$ cat config.mk
export PLATFORM = sky130hd
export DESIGN_NAME = mem_port_arbiter_flat
export DESIGN_NICKNAME = d
export VERILOG_FILES = /design/src/rtl/mem_port_arbiter_pkg.sv /design/src/rtl/mem_port_arbiter_if.sv /design/src/rtl/mem_port_arbiter.sv /design/src/flat_wrapper.sv
export SDC_FILE = /design/constraint.sdc
export NUM_CORES = 1
export LEC_CHECK = 0
export ABC_AREA = 1
export CAP_MARGIN = 5
export CORE_MARGIN = 4
export CORE_UTILIZATION = 25
export CTS_BUF_LIST = sky130_fd_sc_hd__clkbuf_4
export DETAILED_ROUTE_END_ITERATION = 8
export PLACE_DENSITY = 0.65
export SYNTH_ARGS = -nofsm -noshare
export SYNTH_HDL_FRONTEND = slang
export SYNTH_SLANG_ARGS = --single-unit
$ cat constraint.sdc
create_clock -name clk -period 1.6 [get_ports clk]
set_clock_uncertainty 0.15 [all_clocks]
set_input_delay 0.24 -clock clk [delete_from_list [all_inputs] [get_ports clk]]
set_output_delay 0.24 -clock clk [all_outputs]
set_load 0.05 [all_outputs]
$ cat src/rtl/mem_port_arbiter_pkg.sv
// Shared types and helpers for the instruction/data memory port arbiter.
package mem_arb_pkg;

    // Arbiter FSM states: idle, serving the fetch port, serving the data port.
    typedef enum logic [1:0] {
        ARB_IDLE   = 2'd0,
        ARB_BUSY_I = 2'd1,
        ARB_BUSY_D = 2'd2
    } arb_state_e;

    localparam int DEF_LATENCY    = 2;
    localparam int DEF_STARVE_MAX = 4;

    // Memory is word addressed; byte offset bits are dropped.
    function automatic logic [31:0] word_align(input logic [31:0] addr);
        return {addr[31:2], 2'b00};
    endfunction

endpackage

$ cat src/rtl/mem_port_arbiter_if.sv
// Bundle of requester handshakes and the shared memory port.
interface mem_port_arbiter_if;
    logic        i_req;
    logic [31:0] i_addr;
    logic        i_valid;
    logic [31:0] i_rdata;
    logic        d_req;
    logic        d_we;
    logic [31:0] d_addr;
    logic [31:0] d_wdata;
    logic        d_valid;
    logic [31:0] d_rdata;
    logic        mem_en;
    logic        mem_we;
    logic [31:0] mem_addr;
    logic [31:0] mem_wdata;
    logic [31:0] mem_rdata;

    // Arbiter side.
    modport slave (
        input  i_req, i_addr, d_req, d_we, d_addr, d_wdata, mem_rdata,
        output i_valid, i_rdata, d_valid, d_rdata,
        output mem_en, mem_we, mem_addr, mem_wdata
    );

    // Environment side: requesters plus memory.
    modport master (
        output i_req, i_addr, d_req, d_we, d_addr, d_wdata, mem_rdata,
        input  i_valid, i_rdata, d_valid, d_rdata,
        input  mem_en, mem_we, mem_addr, mem_wdata
    );
endinterface

$ cat src/rtl/mem_port_arbiter.sv
// Arbitrates one fixed-latency single-ported memory between the fetch (I)
// and load/store (D) requesters. D has priority; I wins after STARVE_MAX
// consecutive lost arbitrations.
module mem_port_arbiter
    import mem_arb_pkg::*;
#(
    parameter int LATENCY    = DEF_LATENCY,
    parameter int STARVE_MAX = DEF_STARVE_MAX
) (
    input  logic                clk,
    input  logic                reset,
    mem_port_arbiter_if.slave   bus
);

    localparam int CNT_W = $clog2(LATENCY + 1);
    localparam int SC_W  = $clog2(STARVE_MAX + 1);
    localparam logic [CNT_W-1:0] CNT_LOAD = CNT_W'(LATENCY - 1);
    localparam logic [SC_W-1:0]  SC_MAX   = SC_W'(STARVE_MAX);

    arb_state_e       state_q, state_d;
    logic [CNT_W-1:0] cnt_q,   cnt_d;
    logic [SC_W-1:0]  sc_q,    sc_d;
    logic [31:0]      addr_q,  addr_d;
    logic             we_q,    we_d;
    logic [31:0]      wdata_q, wdata_d;

    logic grant_i_s;
    logic grant_d_s;
    logic busy_s;
    logic last_s;

    // IDLE-cycle arbitration: D first unless I has been starved long enough.
    always_comb begin
        grant_i_s = 1'b0;
        grant_d_s = 1'b0;
        if (state_q == ARB_IDLE) begin
            if (bus.d_req && bus.i_req) begin
                if (sc_q == SC_MAX) begin
                    grant_i_s = 1'b1;
                end else begin
                    grant_d_s = 1'b1;
                end
            end else if (bus.i_req) begin
                grant_i_s = 1'b1;
            end else if (bus.d_req) begin
                grant_d_s = 1'b1;
            end else begin
                grant_i_s = 1'b0;
            end
        end else begin
            grant_i_s = 1'b0;
        end
    end

    // Next-state logic: latch the winning request, then count down the access.
    always_comb begin
        state_d = state_q;
        cnt_d   = cnt_q;
        sc_d    = sc_q;
        addr_d  = addr_q;
        we_d    = we_q;
        wdata_d = wdata_q;
        case (state_q)
            ARB_IDLE: begin
                if (grant_i_s) begin
                    state_d = ARB_BUSY_I;
                    cnt_d   = CNT_LOAD;
                    sc_d    = '0;
                    addr_d  = word_align(bus.i_addr);
                    we_d    = 1'b0;
                    wdata_d = 32'h0000_0000;
                end else if (grant_d_s) begin
                    state_d = ARB_BUSY_D;
                    cnt_d   = CNT_LOAD;
                    // Only a D win over a waiting I counts toward starvation.
                    sc_d    = bus.i_req ? (sc_q + SC_W'(1)) : '0;
                    addr_d  = word_align(bus.d_addr);
                    we_d    = bus.d_we;
                    wdata_d = bus.d_wdata;
                end else begin
                    state_d = ARB_IDLE;
                end
            end
            ARB_BUSY_I, ARB_BUSY_D: begin
                if (cnt_q == '0) begin
                    state_d = ARB_IDLE;
                end else begin
                    cnt_d = cnt_q - CNT_W'(1);
                end
            end
            default: begin
                state_d = ARB_IDLE;
                cnt_d   = '0;
            end
        endcase
    end

    // State and latch registers with synchronous active-low reset.
    always_ff @(posedge clk) begin
        if (!reset) begin
            state_q <= ARB_IDLE;
            cnt_q   <= '0;
            sc_q    <= '0;
            addr_q  <= 32'h0000_0000;
            we_q    <= 1'b0;
            wdata_q <= 32'h0000_0000;
        end else begin
            state_q <= state_d;
            cnt_q   <= cnt_d;
            sc_q    <= sc_d;
            addr_q  <= addr_d;
            we_q    <= we_d;
            wdata_q <= wdata_d;
        end
    end

    assign busy_s = (state_q != ARB_IDLE);
    assign last_s = busy_s && (cnt_q == '0);

    // Completion strobes are suppressed while reset is asserted so that an
    // aborted access neither writes memory nor signals completion.
    assign bus.mem_en    = busy_s;
    assign bus.mem_addr  = busy_s ? addr_q  : 32'h0000_0000;
    assign bus.mem_wdata = busy_s ? wdata_q : 32'h0000_0000;
    assign bus.mem_we    = last_s && (state_q == ARB_BUSY_D) && we_q && reset;
    assign bus.i_valid   = last_s && (state_q == ARB_BUSY_I) && reset;
    assign bus.d_valid   = last_s && (state_q == ARB_BUSY_D) && reset;

    // Read data flows straight from memory during the valid cycle only.
    assign bus.i_rdata = bus.i_valid ? bus.mem_rdata : 32'h0000_0000;
    assign bus.d_rdata = (bus.d_valid && !we_q) ? bus.mem_rdata : 32'h0000_0000;

endmodule

$ cat src/flat_wrapper.sv
// flat-port wrapper written by rule: the top's interface ports become plain ports
module mem_port_arbiter_flat import mem_arb_pkg::*;
#(
    parameter int LATENCY    = DEF_LATENCY,
    parameter int STARVE_MAX = DEF_STARVE_MAX
)
  (clk, reset, bus_i_req, bus_i_addr, bus_d_req, bus_d_we, bus_d_addr, bus_d_wdata, bus_mem_rdata, bus_i_valid, bus_i_rdata, bus_d_valid, bus_d_rdata, bus_mem_en, bus_mem_we, bus_mem_addr, bus_mem_wdata);
  mem_port_arbiter_if bus_i ();
  input  logic clk;
  input  logic reset;
  input wire logic [$bits(bus_i.i_req)-1:0] bus_i_req;
  input wire logic [$bits(bus_i.i_addr)-1:0] bus_i_addr;
  input wire logic [$bits(bus_i.d_req)-1:0] bus_d_req;
  input wire logic [$bits(bus_i.d_we)-1:0] bus_d_we;
  input wire logic [$bits(bus_i.d_addr)-1:0] bus_d_addr;
  input wire logic [$bits(bus_i.d_wdata)-1:0] bus_d_wdata;
  input wire logic [$bits(bus_i.mem_rdata)-1:0] bus_mem_rdata;
  output wire logic [$bits(bus_i.i_valid)-1:0] bus_i_valid;
  output wire logic [$bits(bus_i.i_rdata)-1:0] bus_i_rdata;
  output wire logic [$bits(bus_i.d_valid)-1:0] bus_d_valid;
  output wire logic [$bits(bus_i.d_rdata)-1:0] bus_d_rdata;
  output wire logic [$bits(bus_i.mem_en)-1:0] bus_mem_en;
  output wire logic [$bits(bus_i.mem_we)-1:0] bus_mem_we;
  output wire logic [$bits(bus_i.mem_addr)-1:0] bus_mem_addr;
  output wire logic [$bits(bus_i.mem_wdata)-1:0] bus_mem_wdata;
  assign bus_i.i_req = bus_i_req;
  assign bus_i.i_addr = bus_i_addr;
  assign bus_i.d_req = bus_d_req;
  assign bus_i.d_we = bus_d_we;
  assign bus_i.d_addr = bus_d_addr;
  assign bus_i.d_wdata = bus_d_wdata;
  assign bus_i.mem_rdata = bus_mem_rdata;
  assign bus_i_valid = bus_i.i_valid;
  assign bus_i_rdata = bus_i.i_rdata;
  assign bus_d_valid = bus_i.d_valid;
  assign bus_d_rdata = bus_i.d_rdata;
  assign bus_mem_en = bus_i.mem_en;
  assign bus_mem_we = bus_i.mem_we;
  assign bus_mem_addr = bus_i.mem_addr;
  assign bus_mem_wdata = bus_i.mem_wdata;
  mem_port_arbiter #(.LATENCY(LATENCY), .STARVE_MAX(STARVE_MAX)) u_core (.clk(clk), .reset(reset), .bus(bus_i));
endmodule
==> impl_metrics.env, run 1 <==
export IMPL_outcome="complete, but fails checks"
export IMPL_failed_checks="negative setup slack"
export IMPL_placement_setup_worst_slack_ns=-0.402
export IMPL_timing_hold_worst_class="in -> reg"
export IMPL_final_setup_tns_ns=-104.55
export IMPL_htree_levels=3
export IMPL_die_area_sq_um=18900
export IMPL_placed_area_sq_um=9300
export IMPL_power_report_internal_total_mw=7.95
export IMPL_cts_tree="built"
export IMPL_grt_max_degree=37
export IMPL_timing_setup_critical_path_class="reg -> out"
export IMPL_final_max_slew_violation_count=0
export IMPL_nNetsFinal=1174
export IMPL_core_area_sq_um=16500
export IMPL_avgSynthCellArea_sq_um=5.83
export IMPL_io_pins=265
export IMPL_clk_insertion_delay_late_ns=0.42
export IMPL_vias_per_std_cell=4.40
export IMPL_tritoncts_buffers=9
export IMPL_drt_pass1_iterations=4
export IMPL_crit_fanout=9
export IMPL_power_switching_share=0.447
export IMPL_max_cap_viol_count=0
export IMPL_postRouteAntennaNets=0
export IMPL_rsz0062_at_grt="yes"
export IMPL_drc=0
export IMPL_detailedPlacementHpwl_mm=12.7
export IMPL_initial_utilization=0.254
export IMPL_combPwrFrac=0.741
export IMPL_placementRows=47
export IMPL_fraction_of_synthesized_cell_area_taken_by_the_top_area_cell_type=0.335
export IMPL_die_y_um=137
export IMPL_hold_viol=0
export IMPL_cell_count_after_synthesis=717
export IMPL_clkPwrFrac=0.092
export IMPL_post_route_cells_drive_above_1_share=0.423
export IMPL_tritoncts_num_sinks=70
export IMPL_edff_count_synth=0
export IMPL_end_kind="output pin"
export IMPL_area_delta_synth_final_pct=166
export IMPL_mappedNetlistArea_sq_um=4180
export IMPL_finalSetupViolations=198
export IMPL_antenna_cells=0
export IMPL_pwr_density_cell_nw_per_um2=1290
export IMPL_floorplan_die_width_um=137
export IMPL_grt_pass1_wl_mm=27.6
export IMPL_postLayoutCellArea_sq_um=11100
export IMPL_portBuffers=258
export IMPL_ys_types=25
export IMPL_ctsLongestPathBuffers=2
export IMPL_sequentialPowerShare=0.167
export IMPL_drt_iter0_drc=165
export IMPL_routabilityCongestion=0.758
export IMPL_fin_crit_ns=2.23
export IMPL_cts_reportedPaths_clkPinSlew_ns=0.14
export IMPL_grt_antenna_before_repair=1
export IMPL_post_synth_top_count_cell="sky130_fd_sc_hd__inv_1"
export IMPL_grt_pass1_vias=5277
export IMPL_fill_cells=1277
export IMPL_static_leakage_power_nw=4.65
export IMPL_max_clock_freq_mhz=448
export IMPL_worst_ep_arrival_time_ns=1.84
export IMPL_synth_top_flop_cell="sky130_fd_sc_hd__dfxtp_1"
export IMPL_globalRouteTotalUtil=0.188
export IMPL_yosys_register_bits=70
export IMPL_synth_sequential_area_ratio=0.335
export IMPL_worst_ir_drop_vdd_mv=0.598
export IMPL_cp_required_ns=1.21
export IMPL_power_switching_mw=6.42
export IMPL_period_share=1.40
export IMPL_yosysTopAreaCell="sky130_fd_sc_hd__dfxtp_1"
export IMPL_wl_mm=19.6
export IMPL_critical_path_startpoint_type="flip-flop"
export IMPL_netlist_top_cells_count="167 x sky130_fd_sc_hd__inv_1, 136 x sky130_fd_sc_hd__nor2_1, 108 x sky130_fd_sc_hd__nand2_1"
export IMPL_ys_top_cells_by_area="sky130_fd_sc_hd__dfxtp_1 34%, sky130_fd_sc_hd__inv_1 15%, sky130_fd_sc_hd__nor2_1 12%"
export IMPL_postSynth_asyncResetShare=0
export IMPL_detailroute_via_count=5544
export IMPL_detail_route_wl_per_cell_um=15.6
export IMPL_grt_overflow_total=0
export IMPL_ys_warnings_count=0
export IMPL_cts_root_buf="sky130_fd_sc_hd__clkbuf_4"
export IMPL_worst_slack_ns=-0.634
state kept, by name (all words and copies together) (netlist names):
| signal | cells |
|---|---|
| u_core.sc_q | 3 |
| u_core.cnt_q | 2 |
| u_core.wdata_q | 32 |
| u_core.we_q | 1 |
| u_core.state_q | 2 |
| u_core.addr_q | 30 |
cells by family (layout without fill, tap and decap cells):
family	after synthesis	in the layout	synth area share
other	1	2	0.000897
flip-flops	70	70	0.335
AND/OR/NAND/NOR	350	351	0.350
buffers and inverters	218	538	0.207
adder cells (fa/ha/maj)	7	7	0.0209
AO/OA/AOI/OAI	71	71	0.0856
metrics by stage:
stage,hold slack (ns),utilization,power (mW),cells
floorplan,0.233,-,6.85,718
global placement,0.319,0.565,9.78,1195
detailed placement,0.321,0.565,9.86,1195
CTS,0.174,0.644,13.5,1244
global route,0.170,0.676,15.1,1259
finish,0.202,0.676,14.4,1259
cell type report:
class,instances,area (sq um),share of cell area
clock buffers,9,67.6,0.00607
well taps,220,275,0.0247
inverters,171,677,0.0608
repair buffers,351,5360,0.482
flip-flops and latches,70,1400,0.126
clock inverters,7,87.6,0.00787
multi-input cells,431,3250,0.292
repair_timing:
item,CTS,global route
hold buffers,0,0
setup buffers,18,11
endpoints found under the setup margin,197,198
endpoints found under the hold margin,0,0
gates resized for setup,157,91
pin swaps,11,29
gates cloned,17,6
power groups by stage:
stage                     Clock [mW]  Sequential, mW  Combinational, mW
after global routing            1.42            2.45               11.2
after CTS                       1.36            2.35               9.78
after floorplan                    0            2.34               4.51
after global placement             0            2.36               7.42
after detailed placement           0            2.38               7.48
final                           1.32            2.40               10.7
per-layer routing:
metal	share of wire	global-route usage
met1	0.38	0.210
met5	0.00066	0
met2	0.52	0.348
met3	0.086	0.0584
met4	0.016	0.0443
critical path: stages, from the launching register on:
cell	delay (ns)
sky130_fd_sc_hd__dfxtp_2	0.37
sky130_fd_sc_hd__inv_2	0.06
sky130_fd_sc_hd__ha_4	0.19
sky130_fd_sc_hd__inv_12	0.06
sky130_fd_sc_hd__nand4_1	0.10
sky130_fd_sc_hd__buf_6	0.19
sky130_fd_sc_hd__buf_12	0.16
sky130_fd_sc_hd__nor2_2	0.15
sky130_fd_sc_hd__buf_12	0.16
final timing paths:
| kind | from | end | slack, ns | cells after the start |
|---|---|---|---|---|
| worst min register to register | u_core.wdata_q[29] | u_core.wdata_q[29] | 0.33 | 2 |
| worst min-delay path | bus_d_wdata[22] | u_core.wdata_q[22] | 0.20 | 3 |
| worst max-delay path | u_core.state_q[1] | bus_i_rdata[11] | -0.63 | 8 |
| worst max register to register | u_core.state_q[1] | u_core.addr_q[13] | -0.53 | 14 |
layout by cell type, fill, tap and decap left out, types with 18 or more instances in the layout:
cell type | Yosys | final
sky130_fd_sc_hd__dfxtp_1 | 70 | 68
sky130_fd_sc_hd__a21oi_1 | 38 | 24
sky130_fd_sc_hd__buf_4 | 3 | 29
sky130_fd_sc_hd__inv_1 | 167 | 164
sky130_fd_sc_hd__buf_12 | 0 | 151
sky130_fd_sc_hd__o21ai_2 | 0 | 18
sky130_fd_sc_hd__nand2_1 | 108 | 101
sky130_fd_sc_hd__nand3_1 | 96 | 80
sky130_fd_sc_hd__nor2_4 | 0 | 127
sky130_fd_sc_hd__clkdlybuf4s50_1 | 0 | 128
Note: power is estimated with default switching activity, not from simulation.
==> inputs of run 2 (changes only) <==
--- a/config.mk
+++ b/config.mk
@@ -5,13 +5,12 @@
 export SDC_FILE = /design/constraint.sdc
 export NUM_CORES = 1
 export LEC_CHECK = 0
-export ABC_AREA = 1
 export CAP_MARGIN = 5
 export CORE_MARGIN = 4
 export CORE_UTILIZATION = 25
 export CTS_BUF_LIST = sky130_fd_sc_hd__clkbuf_4
 export DETAILED_ROUTE_END_ITERATION = 8
-export PLACE_DENSITY = 0.65
+export PLACE_DENSITY = 0.67
 export SYNTH_ARGS = -nofsm -noshare
 export SYNTH_HDL_FRONTEND = slang
 export SYNTH_SLANG_ARGS = --single-unit
==> impl_metrics.env, run 2 <==
export IMPL_tritoncts_num_sinks=70
export IMPL_detailedPlacementHpwl_mm=12.4
export IMPL_wl_mm=17.7
export IMPL_largest_register="u_core.wdata_q"
export IMPL_avgSynthCellArea_sq_um=7.80
export IMPL_grt_pass1_vias=5116
export IMPL_ys_warnings_count=0
export IMPL_biggestRegsByFlops="u_core.wdata_q x32, u_core.addr_q x30, u_core.sc_q x3"
export IMPL_finalSetupViolations=200
export IMPL_placement_setup_worst_slack_ns=-0.492
export IMPL_fin_crit_ns=2.35
export IMPL_final_setup_tns_ns=-87.29
export IMPL_grt_antenna_before_repair=0
export IMPL_crit_fanout=32
export IMPL_nNetsFinal=903
export IMPL_synth_top_flop_cell="sky130_fd_sc_hd__dfxtp_1"
export IMPL_static_leakage_power_nw=3.45
export IMPL_cts_reportedPaths_clkPinSlew_ns=0.14
export IMPL_detailroute_via_count=4867
export IMPL_yosysTopAreaCell="sky130_fd_sc_hd__dfxtp_1"
export IMPL_fraction_of_synthesized_cell_area_taken_by_the_top_area_cell_type=0.364
export IMPL_globalRouteTotalUtil=0.189
export IMPL_clk_insertion_delay_late_ns=0.42
export IMPL_htree_levels=3
export IMPL_min_from="bus_d_addr[9]"
export IMPL_core_area_sq_um=15100
export IMPL_cell_count_after_synthesis=493
export IMPL_die_area_sq_um=17400
export IMPL_finalPower_mw=5.47
export IMPL_postSynth_asyncResetShare=0
export IMPL_drt_iter0_drc=164
export IMPL_max_cap_viol_count=0
export IMPL_grt_pass1_wl_mm=27.0
export IMPL_die_y_um=132
export IMPL_reg2reg_from="u_core.state_q[1]"
export IMPL_mappedNetlistArea_sq_um=3850
export IMPL_worst_slack_ns=-0.754
export IMPL_timing_hold_worst_class="in -> reg"
export IMPL_rsz0062_at_grt="yes"
export IMPL_worst_ir_drop_vdd_mv=0.366
export IMPL_post_cts_hold_buffer_count=0
export IMPL_failed_checks="negative setup slack"
export IMPL_io_pins=265
export IMPL_largest_register_ffs=32
export IMPL_mostFrequentLayoutCells="128 x sky130_fd_sc_hd__clkdlybuf4s50_1, 81 x sky130_fd_sc_hd__buf_12, 66 x sky130_fd_sc_hd__dfxtp_1, 65 x sky130_fd_sc_hd__and2_4, 62 x sky130_fd_sc_hd__nor2b_4"
export IMPL_placementRows=45
export IMPL_postRouteAntennaNets=0
export IMPL_initial_utilization=0.254
export IMPL_post_route_cells_drive_above_1_share=0.480
export IMPL_timing_setup_critical_path_class="reg -> out"
export IMPL_r2r_cells=8
export IMPL_pwr_density_cell_nw_per_um2=604
export IMPL_floorplan_die_width_um=132
export IMPL_yosys_register_bits=70
export IMPL_drt_pass1_iterations=5
export IMPL_end_kind="output pin"
export IMPL_area_delta_synth_final_pct=136
export IMPL_period_share=1.47
export IMPL_cp_required_ns=1.21
export IMPL_edff_count_synth=0
export IMPL_reg2reg_setup_slack_ns=-0.32
export IMPL_vias_per_std_cell=5.09
export IMPL_hold_viol=0
export IMPL_detail_route_wl_per_cell_um=18.5
export IMPL_post_synth_top_count_cell="sky130_fd_sc_hd__dfxtp_1"
export IMPL_final_max_slew_violation_count=0
export IMPL_synth_sequential_area_ratio=0.364
export IMPL_netlist_top_cells_count="70 x sky130_fd_sc_hd__dfxtp_1, 68 x sky130_fd_sc_hd__and2_1, 63 x sky130_fd_sc_hd__nor2b_1"
export IMPL_cts_tree="built"
export IMPL_grt_max_degree=35
export IMPL_mostFrequentLayoutCell="sky130_fd_sc_hd__clkdlybuf4s50_1"
export IMPL_ys_top_cells_by_area="sky130_fd_sc_hd__dfxtp_1 36%, sky130_fd_sc_hd__and2_1 11%, sky130_fd_sc_hd__nor2b_1 10%"
export IMPL_critical_path_startpoint_type="flip-flop"
export IMPL_antenna_cells=0
export IMPL_ys_types=32
export IMPL_portBuffers=258
export IMPL_routabilityCongestion=0.875
export IMPL_worst_ep_arrival_time_ns=1.96
export IMPL_cts_root_buf="sky130_fd_sc_hd__clkbuf_4"
export IMPL_min_delay_worst_endpoint="u_core.addr_q[9]"
export IMPL_reg_to_reg_critical_path_endpoint="u_core.addr_q[25]"
export IMPL_drc=0
export IMPL_whs_path_depth=3
export IMPL_fill_cells=1189
export IMPL_max_clock_freq_mhz=425
export IMPL_ctsLongestPathBuffers=2
export IMPL_grt_overflow_total=0
export IMPL_tritoncts_buffers=9
export IMPL_outcome="complete, but fails checks"
run 2: layout make-up:
cell class / count / area (sq um) / area share
Tap cell: 188 / 235 / 0.0259
Timing Repair Buffer: 311 / 4190 / 0.462
Clock buffer: 10 / 75.1 / 0.00828
Sequential cell: 70 / 1410 / 0.155
Multi-Input combinational cell: 363 / 3090 / 0.341
Inverter: 8 / 32.5 / 0.00359
Clock inverter: 6 / 38.8 / 0.00428
run 2: critical path: stages (launching register included):
cell and delay, ns:
sky130_fd_sc_hd__dfxtp_2 0.36, sky130_fd_sc_hd__inv_2 0.05, sky130_fd_sc_hd__ha_4 0.16, sky130_fd_sc_hd__and4b_4 0.32
sky130_fd_sc_hd__and2b_2 0.17, sky130_fd_sc_hd__buf_12 0.17, sky130_fd_sc_hd__and2_2 0.19, sky130_fd_sc_hd__buf_12 0.13
run 2: where the power goes:
part / internal [mW] / total (mW) / switching (mW)
clock network: 0.331 / 0.995 / 0.664
registers: 1.91 / 2.00 / 0.0926
logic: 1.24 / 2.48 / 1.24
run 2: what timing repair did:
item | in CTS | in global routing
pin swaps | 8 | 8
endpoints found under the setup margin | 200 | 200
endpoints found under the hold margin | 0 | 0
gates cloned | 7 | 3
resized for setup | 108 | 39
buffers inserted | 2 | 2
run 2: worst max-delay path by stage:
stage	startpoint	endpoint	slack, ns	cells after the start
after global routing	u_core.state_q[1]	bus_d_rdata[31]	-0.84	7
after CTS	u_core.state_q[1]	bus_d_rdata[31]	-0.80	7
after global placement	reset	bus_d_rdata[31]	-0.44	6
after detailed placement	reset	bus_d_rdata[31]	-0.49	6
final	u_core.state_q[1]	bus_d_rdata[31]	-0.75	7
after floorplan	u_core.state_q[1]	bus_d_rdata[10]	-0.38	6
run 2: layer usage:
metal  vias to the layer above  routed length, um  track usage
met1                      2306               6710        0.214
met5                         -                  0            0
met2                       261               9290        0.346
li1                       2269                  -            -
met3                        31               1330       0.0492
met4                         0                374       0.0595
run 2: stage by stage:
step / std cells / hold WS, ns / util / cell area [sq um]
global route: 956 / 0.205 / 0.599 / 9060
floorplan: 494 / 0.245 / - / 4660
global placement: 927 / 0.307 / 0.534 / 8080
detailed placement: 927 / 0.325 / 0.534 / 8080
finish: 956 / 0.218 / 0.599 / 9060
CTS: 952 / 0.180 / 0.583 / 8830
run 2: kinds of logic (layout without fill, tap and decap cells):
kind of cell	count (synthesis)	count (layout)	synth area share
adder cells (fa/ha/maj)	7	7	0.0228
AND/OR/NAND/NOR	186	186	0.279
flip-flops	70	70	0.364
other	1	2	0.000975
AO/OA/AOI/OAI	168	168	0.266
buffers and inverters	61	335	0.0670
